$ cat src/rtl/booth_r4_mult_seq.sv
// Iterative radix-4 Booth multiplier: one Booth digit per cycle, valid/ready on both sides,
// signed or unsigned operands chosen per transaction, full 2*WIDTH product.
module booth_r4_mult_seq #(
  parameter int WIDTH = 8
) (
  input  logic               clk,
  input  logic               rst,
  input  logic               in_valid,
  output logic               in_ready,
  input  logic [WIDTH-1:0]   x,
  input  logic [WIDTH-1:0]   y,
  input  logic               is_signed,
  output logic               out_valid,
  input  logic               out_ready,
  output logic [2*WIDTH-1:0] p
);

  localparam int D  = WIDTH / 2 + 1;   // Booth digits over the WIDTH+2 extended multiplier
  localparam int EW = WIDTH + 2;
  localparam int AW = 2 * WIDTH + 4;
  localparam int CW = $clog2(D);

  generate
    if ((WIDTH % 2) != 0 || WIDTH < 4) begin : g_bad_width
      $error("booth_r4_mult_seq: WIDTH must be even and >= 4");
    end
  endgenerate

  typedef enum logic [1:0] {
    IDLE = 2'd0,
    RUN  = 2'd1,
    DONE = 2'd2
  } state_t;

  state_t              state_r;
  state_t              state_s;
  logic [AW-1:0]       acc_r;
  logic [AW-1:0]       mcand_r;
  logic [EW:0]         ysh_r;
  logic [CW-1:0]       cnt_r;
  logic [2*WIDTH-1:0]  p_r;
  logic                out_valid_r;

  logic [EW-1:0]       x_ext_s;
  logic [EW-1:0]       y_ext_s;
  logic [AW-1:0]       pp_s;
  logic [AW-1:0]       sum_s;

  // Partial product for one Booth window; the multiplicand is already weighted by 4^i.
  function automatic logic [AW-1:0] booth_pp(input logic [2:0] win, input logic [AW-1:0] m);
    case (win)
      3'b001, 3'b010: booth_pp = m;
      3'b011:         booth_pp = m << 1;
      3'b100:         booth_pp = -(m << 1);
      3'b101, 3'b110: booth_pp = -m;
      default:        booth_pp = {AW{1'b0}};
    endcase
  endfunction

  assign x_ext_s   = {{2{is_signed & x[WIDTH-1]}}, x};
  assign y_ext_s   = {{2{is_signed & y[WIDTH-1]}}, y};
  assign in_ready  = (state_r == IDLE);
  assign out_valid = out_valid_r;
  assign p         = p_r;

  // Current digit's contribution and the running sum it produces.
  always_comb begin
    pp_s  = booth_pp(ysh_r[2:0], mcand_r);
    sum_s = acc_r + pp_s;
  end

  // Next-state logic.
  always_comb begin
    state_s = state_r;
    case (state_r)
      IDLE: begin
        if (in_valid) state_s = RUN;
        else          state_s = IDLE;
      end
      RUN: begin
        if (cnt_r == {CW{1'b0}}) state_s = DONE;
        else                     state_s = RUN;
      end
      DONE: begin
        if (out_ready) state_s = IDLE;
        else           state_s = DONE;
      end
      default: state_s = IDLE;
    endcase
  end

  // State register.
  always_ff @(posedge clk or posedge rst) begin
    if (rst) state_r <= IDLE;
    else     state_r <= state_s;
  end

  // Datapath: operand load on accept, one digit per RUN cycle, product hold in DONE.
  always_ff @(posedge clk or posedge rst) begin
    if (rst) begin
      acc_r       <= {AW{1'b0}};
      mcand_r     <= {AW{1'b0}};
      ysh_r       <= {(EW+1){1'b0}};
      cnt_r       <= {CW{1'b0}};
      p_r         <= {(2*WIDTH){1'b0}};
      out_valid_r <= 1'b0;
    end else begin
      case (state_r)
        IDLE: begin
          if (in_valid) begin
            acc_r   <= {AW{1'b0}};
            mcand_r <= {{(AW-EW){x_ext_s[EW-1]}}, x_ext_s};
            ysh_r   <= {y_ext_s, 1'b0};
            cnt_r   <= CW'(D - 1);
          end
        end
        RUN: begin
          acc_r   <= sum_s;
          mcand_r <= mcand_r << 2;
          ysh_r   <= ysh_r >> 2;
          cnt_r   <= cnt_r - CW'(1'b1);
          if (cnt_r == {CW{1'b0}}) begin
            p_r         <= sum_s[2*WIDTH-1:0];
            out_valid_r <= 1'b1;
          end
        end
        DONE: begin
          if (out_ready) out_valid_r <= 1'b0;
        end
        default: out_valid_r <= 1'b0;
      endcase
    end
  end

endmodule

$ cat config.mk
export PLATFORM = sky130hd
export DESIGN_NAME = booth_r4_mult_seq
export DESIGN_NICKNAME = d
export VERILOG_FILES = /design/src/rtl/booth_r4_mult_seq.sv
export SDC_FILE = /design/constraint.sdc
export NUM_CORES = 1
export LEC_CHECK = 0
export BUFFER_PORTS_ARGS = -buffer_cell sky130_fd_sc_hd__buf_4
export CAP_MARGIN = 20
export CORE_UTILIZATION = 60
export DETAILED_ROUTE_END_ITERATION = 12
export PLACE_DENSITY = 0.8
export SYNTH_ARGS = -nofsm -noshare
export SYNTH_HDL_FRONTEND = slang
export SYNTH_SLANG_ARGS = --single-unit
$ cat constraint.sdc
create_clock -name clk -period 4.75 [get_ports clk]
set_input_delay 0.475 -clock clk [delete_from_list [all_inputs] [get_ports clk]]
set_output_delay 0.475 -clock clk [all_outputs]
set_load 0.05 [all_outputs]
**Yosys cells after proc, flatten, opt, wreduce, memory -nomap -nowiden**

Index checks and enable logic that the tools add are counted.

- Add/subtract/negate cells: 4
- Equality and inequality tests: 11
- Multiplexer cells: 16
- Bitwise operators: 3
- Reductions and logical operators: 8

Operator list:

| cell | count |
|---|---|
| 20-bit one-hot mux with 2 select lines | 2 |
| 20-bit one-hot mux with 4 select lines | 1 |
| 20-bit two-way mux | 2 |
| 20-bit negator | 2 |
| 11-bit one-hot mux with 2 select lines | 1 |
| 20-bit adder | 1 |
| 11-bit two-way mux | 1 |
| 3-bit == test, second input constant | 3 |
| 3-bit by 2-bit == test with 1-bit output, second input constant | 2 |
| 2-bit != test, second input constant | 3 |
| 2-bit one-hot mux with 3 select lines | 1 |
| 3-bit one-hot mux with 2 select lines | 1 |
| 2-bit two-way mux | 2 |
| 2-bit AND reduction | 2 |
| 2-bit OR reduction | 2 |
| 3-bit by 1-bit == test with 1-bit output, second input constant | 1 |
| 3-bit zero test | 1 |
| 1-bit two-way mux | 3 |
| 3-bit two-way mux | 1 |
| 1-bit one-hot mux with 3 select lines | 1 |
| 3-bit AND reduction | 1 |
| 3-bit by 1-bit subtractor with 3-bit output, second input constant | 1 |
| 1-bit AND | 2 |
| 2-bit by 1-bit == test with 1-bit output, second input constant | 1 |
| other kinds (4) | 4 |

- Register bits after elaboration: 73
- Output and inout port bits: 18

**Longest topological paths before layout**

Gate-level depths: netlist of run 1.

- Depth after elaboration: 5
- Depth in mapped cells: 17
- Gate-level depth less buffers: 17

**Worst setup path before layout of run 1**

No wires, ideal clock.

- Path kind: reg2reg
- From: register mcand_r[2]
- To: register acc_r[15]
- Library setup time: 0.069 ns
- Arrival time: 3.452 ns
- Data required time: 4.681 ns
- Slack: 1.230 ns
- Stages on the path, launching flop included: 15
- Buffers on the path: 1
- Cells stage by stage: dfrtp_1 -> buf_6 -> nor4_4 -> nand2_4 -> or3_1 -> xor2_1 -> and2_1 -> o21bai_1 -> mux4_2 -> ha_1 -> a21oi_1 -> a31oi_1 -> xnor2_1 -> or3_1 -> nand3_1

- Word-level cells in the longest chain between the ends: 4
- Elaborated cells between the ends (all ways): 5
- Those cells by class: add/sub (3); mux (2)

Ends and longest elaborated chain:

| what | RTL line | RTL |
|---|---|---|
| start, declared | 38 | `logic [AW-1:0] mcand_r;` |
| start signal, assigned | 102 | `mcand_r <= {AW{1'b0}};` |
| start signal, assigned | 112 | `mcand_r <= {{(AW-EW){x_ext_s[EW-1]}}, x_ext_s};` |
| start signal, assigned | 119 | `mcand_r <= mcand_r << 2;` |
| 20-bit negator, on equally long branches | 55, 54 |  |
| 20-bit one-hot mux with 4 select lines (*) | 51 | `case (win)` |
| 20-bit adder (*) | 69 | `sum_s = acc_r + pp_s;` |
| 20-bit one-hot mux with 2 select lines (*) | 108 | `case (state_r)` |
| end signal, assigned | 101 | `acc_r <= {AW{1'b0}};` |
| end signal, assigned | 111 | `acc_r <= {AW{1'b0}};` |
| end signal, assigned | 118 | `acc_r <= sum_s;` |
| end, declared | 37 | `logic [AW-1:0] acc_r;` |

Every way passes the cells marked *; elsewhere a longest branch is shown, timed or not.
A chain may end at the register's enable or synchronous reset.

**Worst setup path in the final report of run 1**

- From: register mcand_r[3]
- To: register acc_r[14]

The elaborated chain is that of the path after synthesis.

==> results.sh, run 1 <==
export IMPL_worstSetupEndpointType="flop"
export IMPL_yosysWarnings=0
export IMPL_io_buffers=38
export IMPL_stdcell_count=632
export IMPL_start_util_pct=62.5
export IMPL_cts_tree="done"
export IMPL_dp_cells=616
export IMPL_slew_limit_headroom_pct=29.3
export IMPL_rows=30
export IMPL_synth_cell_types=52
export IMPL_final_nets=571
export IMPL_cts_buffer_depth=2
export IMPL_path_clk_slew_ns=0.08
export IMPL_rsz0062_at_grt="false"
export IMPL_drive_above_1_share_pct=14.4
export IMPL_max_freq_ghz=0.247
export IMPL_via_per_inst=6.03
export IMPL_syn_area_um2=4270
export IMPL_dr_pass1_iters=5
export IMPL_hold_viol_final=0
export IMPL_yosysTopAreaCellShare_pct=37.5
export IMPL_status="finished, final reports clean"
export IMPL_worstPathMaxFanout=11
export IMPL_grt_pass1_vias=3692
export IMPL_cts_resized=0
export IMPL_synthSimpleGateAreaFrac_pct=19.5
export IMPL_postCtsHoldBufs=0
export IMPL_period_share_pct=85.1
export IMPL_period_minus_slack_ns=4.04
export IMPL_io_pins=39
export IMPL_drc_errors=0
export IMPL_hold_path_class="in2reg"
export IMPL_synth_seq_cells=64
export IMPL_cts_max_level=3
export IMPL_arrival_ns=4.23
export IMPL_worstSkewPairLatency_ns=0.35
export IMPL_tns_ns=0
export IMPL_num_antenna_cells=0
export IMPL_wirelength_um=10200
export IMPL_synth_top_family_by_area="compound AO/OA/AOI/OAI gates"
export IMPL_max_cap_viol_count=0
export IMPL_clock_sinks=64
export IMPL_gp_congestion=0.924
export IMPL_path_class="reg2reg"
export IMPL_synthTopCellsByArea="dfrtp_1 38%, nand2_1 7.7%, o21ai_0 6.1%"
export IMPL_final_setup_skew_ns=0.0134
export IMPL_die_area_um2=7460
export IMPL_vias=3811
export IMPL_root_buffer="clkbuf_8"
export IMPL_worst_slew_pin_slew_ns=1.06
export IMPL_die_width_um=86.4
export IMPL_post_dp_hpwl_um=7150
export IMPL_synth_compound_area_share_pct=22.4
export IMPL_antenna_found_initial=1
export IMPL_track_usage_pct=29.5
export IMPL_grt_ovfl_total=0
export IMPL_antenna_left=0
export IMPL_syn_inst=516
export IMPL_grt_first_pass_wirelength_um=17200
export IMPL_grt_start_max_net_pins=65
export IMPL_area_delta_synth_final_pct=11.4
export IMPL_synth_edff_count=0
export IMPL_synth_top_area_cell="dfrtp_1"
export IMPL_synth_seq_area_share_pct=37.5
export IMPL_postCtsSetupBuffers=0
export IMPL_routedWlPerCell_um=16.1
export IMPL_die_height_um=86.4
export IMPL_syn_avg_cell_area_um2=8.28
export IMPL_cts_buffers=9
export IMPL_required_ns=4.94
export IMPL_slew_violations=0
export IMPL_worstSetupStartpointType="flop"
export IMPL_synth_adder_area_share_pct=5.74
export IMPL_drt_first_iter_violations=237
export IMPL_r2r_setup_slack_ns=0.71
export IMPL_finalSetupViolations=0
export IMPL_syn_nets=556
export IMPL_core_um2=6830
export IMPL_synthXorXnorAreaFrac_pct=5.95
export IMPL_synth_area_mux_share_pct=4.19
export IMPL_synth_async_sr_flop_share_pct=100
export IMPL_synthFlopType="dfrtp_1"
==> sequential cells by signal, indices dropped and copies added (netlist names) <==
register and count:
p 16, acc_r 16, ysh_r 10, out_valid 1, cnt_r 3, state_r 2, mcand_r 16
==> kinds of logic after synthesis <==
group           after synthesis
compound gates              155
xor+xnor                     29
fa+ha+maj                    19
buf+inv                      52
flops                        64
mux                          13
simple gates                184
==> cells in the mapped netlist (4+ instances only) <==
library cell,n
o21ai_0,52
mux2i_1,4
clkbuf_1,34
a21oi_1,34
nor2_1,35
nand2_1,88
a22oi_1,13
a31oi_1,14
xnor2_1,17
nand3_1,20
mux2_2,6
ha_1,18
xor2_1,12
a211oi_1,6
nand2b_1,5
a21o_1,9
inv_1,12
nor2b_1,7
nor3_1,7
and2_1,8
dfrtp_1,64
==> area by class of cell <==
| class | count | area [um2] |
|---|---|---|
| fill | 579 | 2070 |
| clock inverter | 7 | 71.3 |
| multi-input combinational | 400 | 2470 |
| tap | 96 | 120 |
| clock buffer | 9 | 124 |
| timing repair buffer | 44 | 330 |
| sequential | 64 | 1600 |
| inverter | 12 | 45.0 |
==> layer usage <==
layer  GRT usage, %  share of wire [%]
met1           38.9                 44
met2           47.0                 47
met5              0              0.078
met3           4.95                4.7
met4           14.5                3.4
==> metrics by stage <==
stage                     setup WS (ns)  util, %  hold slack [ns]  area (um2)
after detailed placement          0.771     66.8            0.472        4560
after global routing              0.431     69.7            0.340        4760
after floorplan                    1.23        -            0.461        4270
final                             0.709     69.7            0.336        4760
after CTS                         0.740     69.7            0.336        4760
after global placement            0.986     66.8            0.464        4560
==> path summary, 6_finish.rpt <==
check,start,to,cells after the start
worst min register to register,p[10],p[10],2
min in group asynchronous,rst,out_valid,3
max in group asynchronous,rst,mcand_r[2],3
worst max register to register,mcand_r[3],acc_r[14],15
worst min-delay path,x[0],mcand_r[0],3
worst max-delay path,mcand_r[3],acc_r[14],15
==> layout by cell type, fill, tap and decap left out, types with 4 or more instances in the layout <==
master and n:
a31oi_1 14, ha_1 18, a21o_1 9, a22oi_1 13, nor2b_1 7, xor2_1 12
inv_1 11, a211oi_1 6, xnor2_1 17, mux2i_1 4, dfrtp_1 64, mux2_2 6
nor3_1 7, and2_1 8, clkbuf_8 9, nand2b_1 4, nand3_1 20, buf_4 44
nor2_1 35, nand2_1 88, a21oi_1 34, o21ai_0 52
==> critical path, stage by stage, from the launching register on <==
cell      delay (ns)
dfrtp_1         0.52
nor4_4          0.50
nand2_4         0.14
or3_1           0.34
xor2_1          0.16
and2_1          0.17
o21bai_1        0.15
mux4_2          0.46
ha_1            0.36
nor2b_1         0.16
nor2_1          0.08
o21ai_0         0.09
a21oi_1         0.24
o21ai_0         0.16
xnor2_1         0.22
o21ai_0         0.11
Power of run 1 is not shown: default switching activity piles up to over one toggle a cycle in this logic, so the estimate is an artifact.
==> inputs of run 2 (changes only) <==
--- a/config.mk
+++ b/config.mk
@@ -7,9 +7,10 @@
 export LEC_CHECK = 0
 export BUFFER_PORTS_ARGS = -buffer_cell sky130_fd_sc_hd__buf_4
 export CAP_MARGIN = 20
-export CORE_UTILIZATION = 60
+export CORE_UTILIZATION = 55
 export DETAILED_ROUTE_END_ITERATION = 12
-export PLACE_DENSITY = 0.8
+export MAX_ROUTING_LAYER = met4
+export PLACE_DENSITY = 0.75
 export SYNTH_ARGS = -nofsm -noshare
 export SYNTH_HDL_FRONTEND = slang
 export SYNTH_SLANG_ARGS = --single-unit
==> run 2 against run 1 <==
  * Final cell count up 0.63%
  * Largest cell class unchanged
  * Flip-flop and latch count unchanged
  * First-iteration DRC count decreased by 3.8%
  * Non-clock buffer count stayed put
  * Via count increased by 1.2%
  * Clock skew about the same
  * Highest routed layer is now met4
==> results.sh, run 2 (synthesis results as in run 1) <==
export IMPL_area_delta_synth_final_pct=11.3
export IMPL_grt_pass1_vias=3577
export IMPL_rr_startpoint="mcand_r[3]"
export IMPL_wirelength_um=9910
export IMPL_clock_sinks=64
export IMPL_die_width_um=90.1
export IMPL_cts_tree="done"
export IMPL_rsz0062_at_grt="false"
export IMPL_worst_slew_pin_slew_ns=1.10
export IMPL_tns_ns=0
export IMPL_drt_first_iter_violations=228
export IMPL_die_area_um2=8120
export IMPL_worstSkewPairLatency_ns=0.36
export IMPL_routedWlPerCell_um=15.6
export IMPL_start_util_pct=57.9
export IMPL_path_class="reg2reg"
export IMPL_slew_violations=0
export IMPL_max_freq_ghz=0.253
export IMPL_max_cap_viol_count=0
export IMPL_finalSetupViolations=0
export IMPL_whs_endpoint="mcand_r[1]"
export IMPL_cts_buffer_depth=2
export IMPL_required_ns=4.94
export IMPL_worstSetupEndpointType="flop"
export IMPL_drc_errors=0
export IMPL_via_per_inst=6.06
export IMPL_final_nets=571
export IMPL_status="finished, final reports clean"
export IMPL_hold_viol_final=0
export IMPL_hold_start="x[1]"
export IMPL_die_height_um=90.1
export IMPL_path_clk_slew_ns=0.08
export IMPL_timing_rr_end="p[14]"
export IMPL_post_dp_hpwl_um=6790
export IMPL_antenna_found_initial=1
export IMPL_cts_resized=0
export IMPL_final_setup_skew_ns=0.0138
export IMPL_grt_start_max_net_pins=65
export IMPL_root_buffer="clkbuf_8"
export IMPL_worstSetupStartpointType="flop"
export IMPL_vias=3857
export IMPL_io_buffers=38
export IMPL_period_minus_slack_ns=3.95
export IMPL_core_um2=7370
export IMPL_hold_path_class="in2reg"
export IMPL_holdPathStages=3
export IMPL_io_pins=39
export IMPL_postCtsHoldBufs=0
export IMPL_gp_congestion=0.904
export IMPL_worstPathMaxFanout=11
export IMPL_cts_buffers=9
export IMPL_antenna_left=0
export IMPL_arrival_ns=4.15
export IMPL_cts_max_level=3
export IMPL_final_common_cell="nand2_1"
export IMPL_mostFrequentLayoutCells="88 x nand2_1, 64 x dfrtp_1, 52 x o21ai_0, 44 x buf_4, 35 x nor2_1"
export IMPL_slew_limit_headroom_pct=26.3
export IMPL_period_share_pct=83.3
export IMPL_r2r_cells=14
export IMPL_track_usage_pct=26.9
export IMPL_grt_first_pass_wirelength_um=17000
export IMPL_grt_ovfl_total=0
export IMPL_rows=31
export IMPL_drive_above_1_share_pct=14.2
export IMPL_dr_pass1_iters=5
export IMPL_r2r_setup_slack_ns=0.80
export IMPL_postCtsSetupBuffers=0
==> run 2: changes by cell type in the layout (fill, tap and decap cells not counted), sizes merged <==
cell | before | now
diode | 0 | 1
clkbuf | 9 | 12
clkinv | 5 | 2
inv | 13 | 12
clkinvlp | 0 | 2
bufinv | 1 | 0
==> run 2: critical path, stage by stage, from the launching register on <==
cell and delay, ns:
dfrtp_1 0.52, nor4_4 0.49, nand2_4 0.13, or3_1 0.34, xor2_1 0.16, and2_1 0.17, o21bai_1 0.14, mux4_2 0.46
ha_1 0.38, o2111ai_1 0.14, o21ai_0 0.22, a21oi_1 0.13, o21ai_0 0.24, xnor2_1 0.17, o21ai_0 0.10
==> run 2: worst max path at each step <==
stage               startpoint        end  slack (ns)  cells after the start
floorplan           mcand_r[2]  acc_r[15]        1.23                     14
global placement    mcand_r[3]  acc_r[14]        0.99                     15
detailed placement  mcand_r[3]  acc_r[14]        0.86                     15
CTS                 mcand_r[3]      p[14]        0.82                     14
global route        mcand_r[3]      p[13]        0.51                     15
finish              mcand_r[3]      p[14]        0.80                     14
==> run 2: final cells by class <==
| type | count | area [um2] |
|---|---|---|
| flip-flops and latches | 64 | 1600 |
| inverters | 12 | 45.0 |
| clock inverters | 4 | 28.8 |
| repair buffers | 44 | 330 |
| multi-input cells | 400 | 2470 |
| clock buffers | 12 | 155 |
| fillers | 639 | 2620 |
| well taps | 99 | 124 |
| diodes | 1 | 2.50 |
==> run 2: per-layer routing <==
metal | vias to the layer above | routed length (um) | GRT usage (%)
li1 | 1859 | - | -
met1 | 1846 | 4400 | 34.9
met2 | 126 | 4600 | 40.3
met3 | 26 | 588 | 6.09
met4 | 0 | 318 | 12.1
met5 | - | 0 | -
==> run 2: through the flow <==
step / instances / worst slack, ns / hold slack [ns] / util (%) / area, um2
after CTS: 635 / 0.817 / 0.308 / 64.5 / 4750
after global routing: 636 / 0.513 / 0.334 / 64.5 / 4750
final: 636 / 0.795 / 0.327 / 64.5 / 4750
after global placement: 619 / 0.989 / 0.465 / 62.0 / 4570
after floorplan: 516 / 1.23 / 0.461 / - / 4270
after detailed placement: 619 / 0.856 / 0.472 / 62.0 / 4570
Power of run 2 is left out for the same reason.
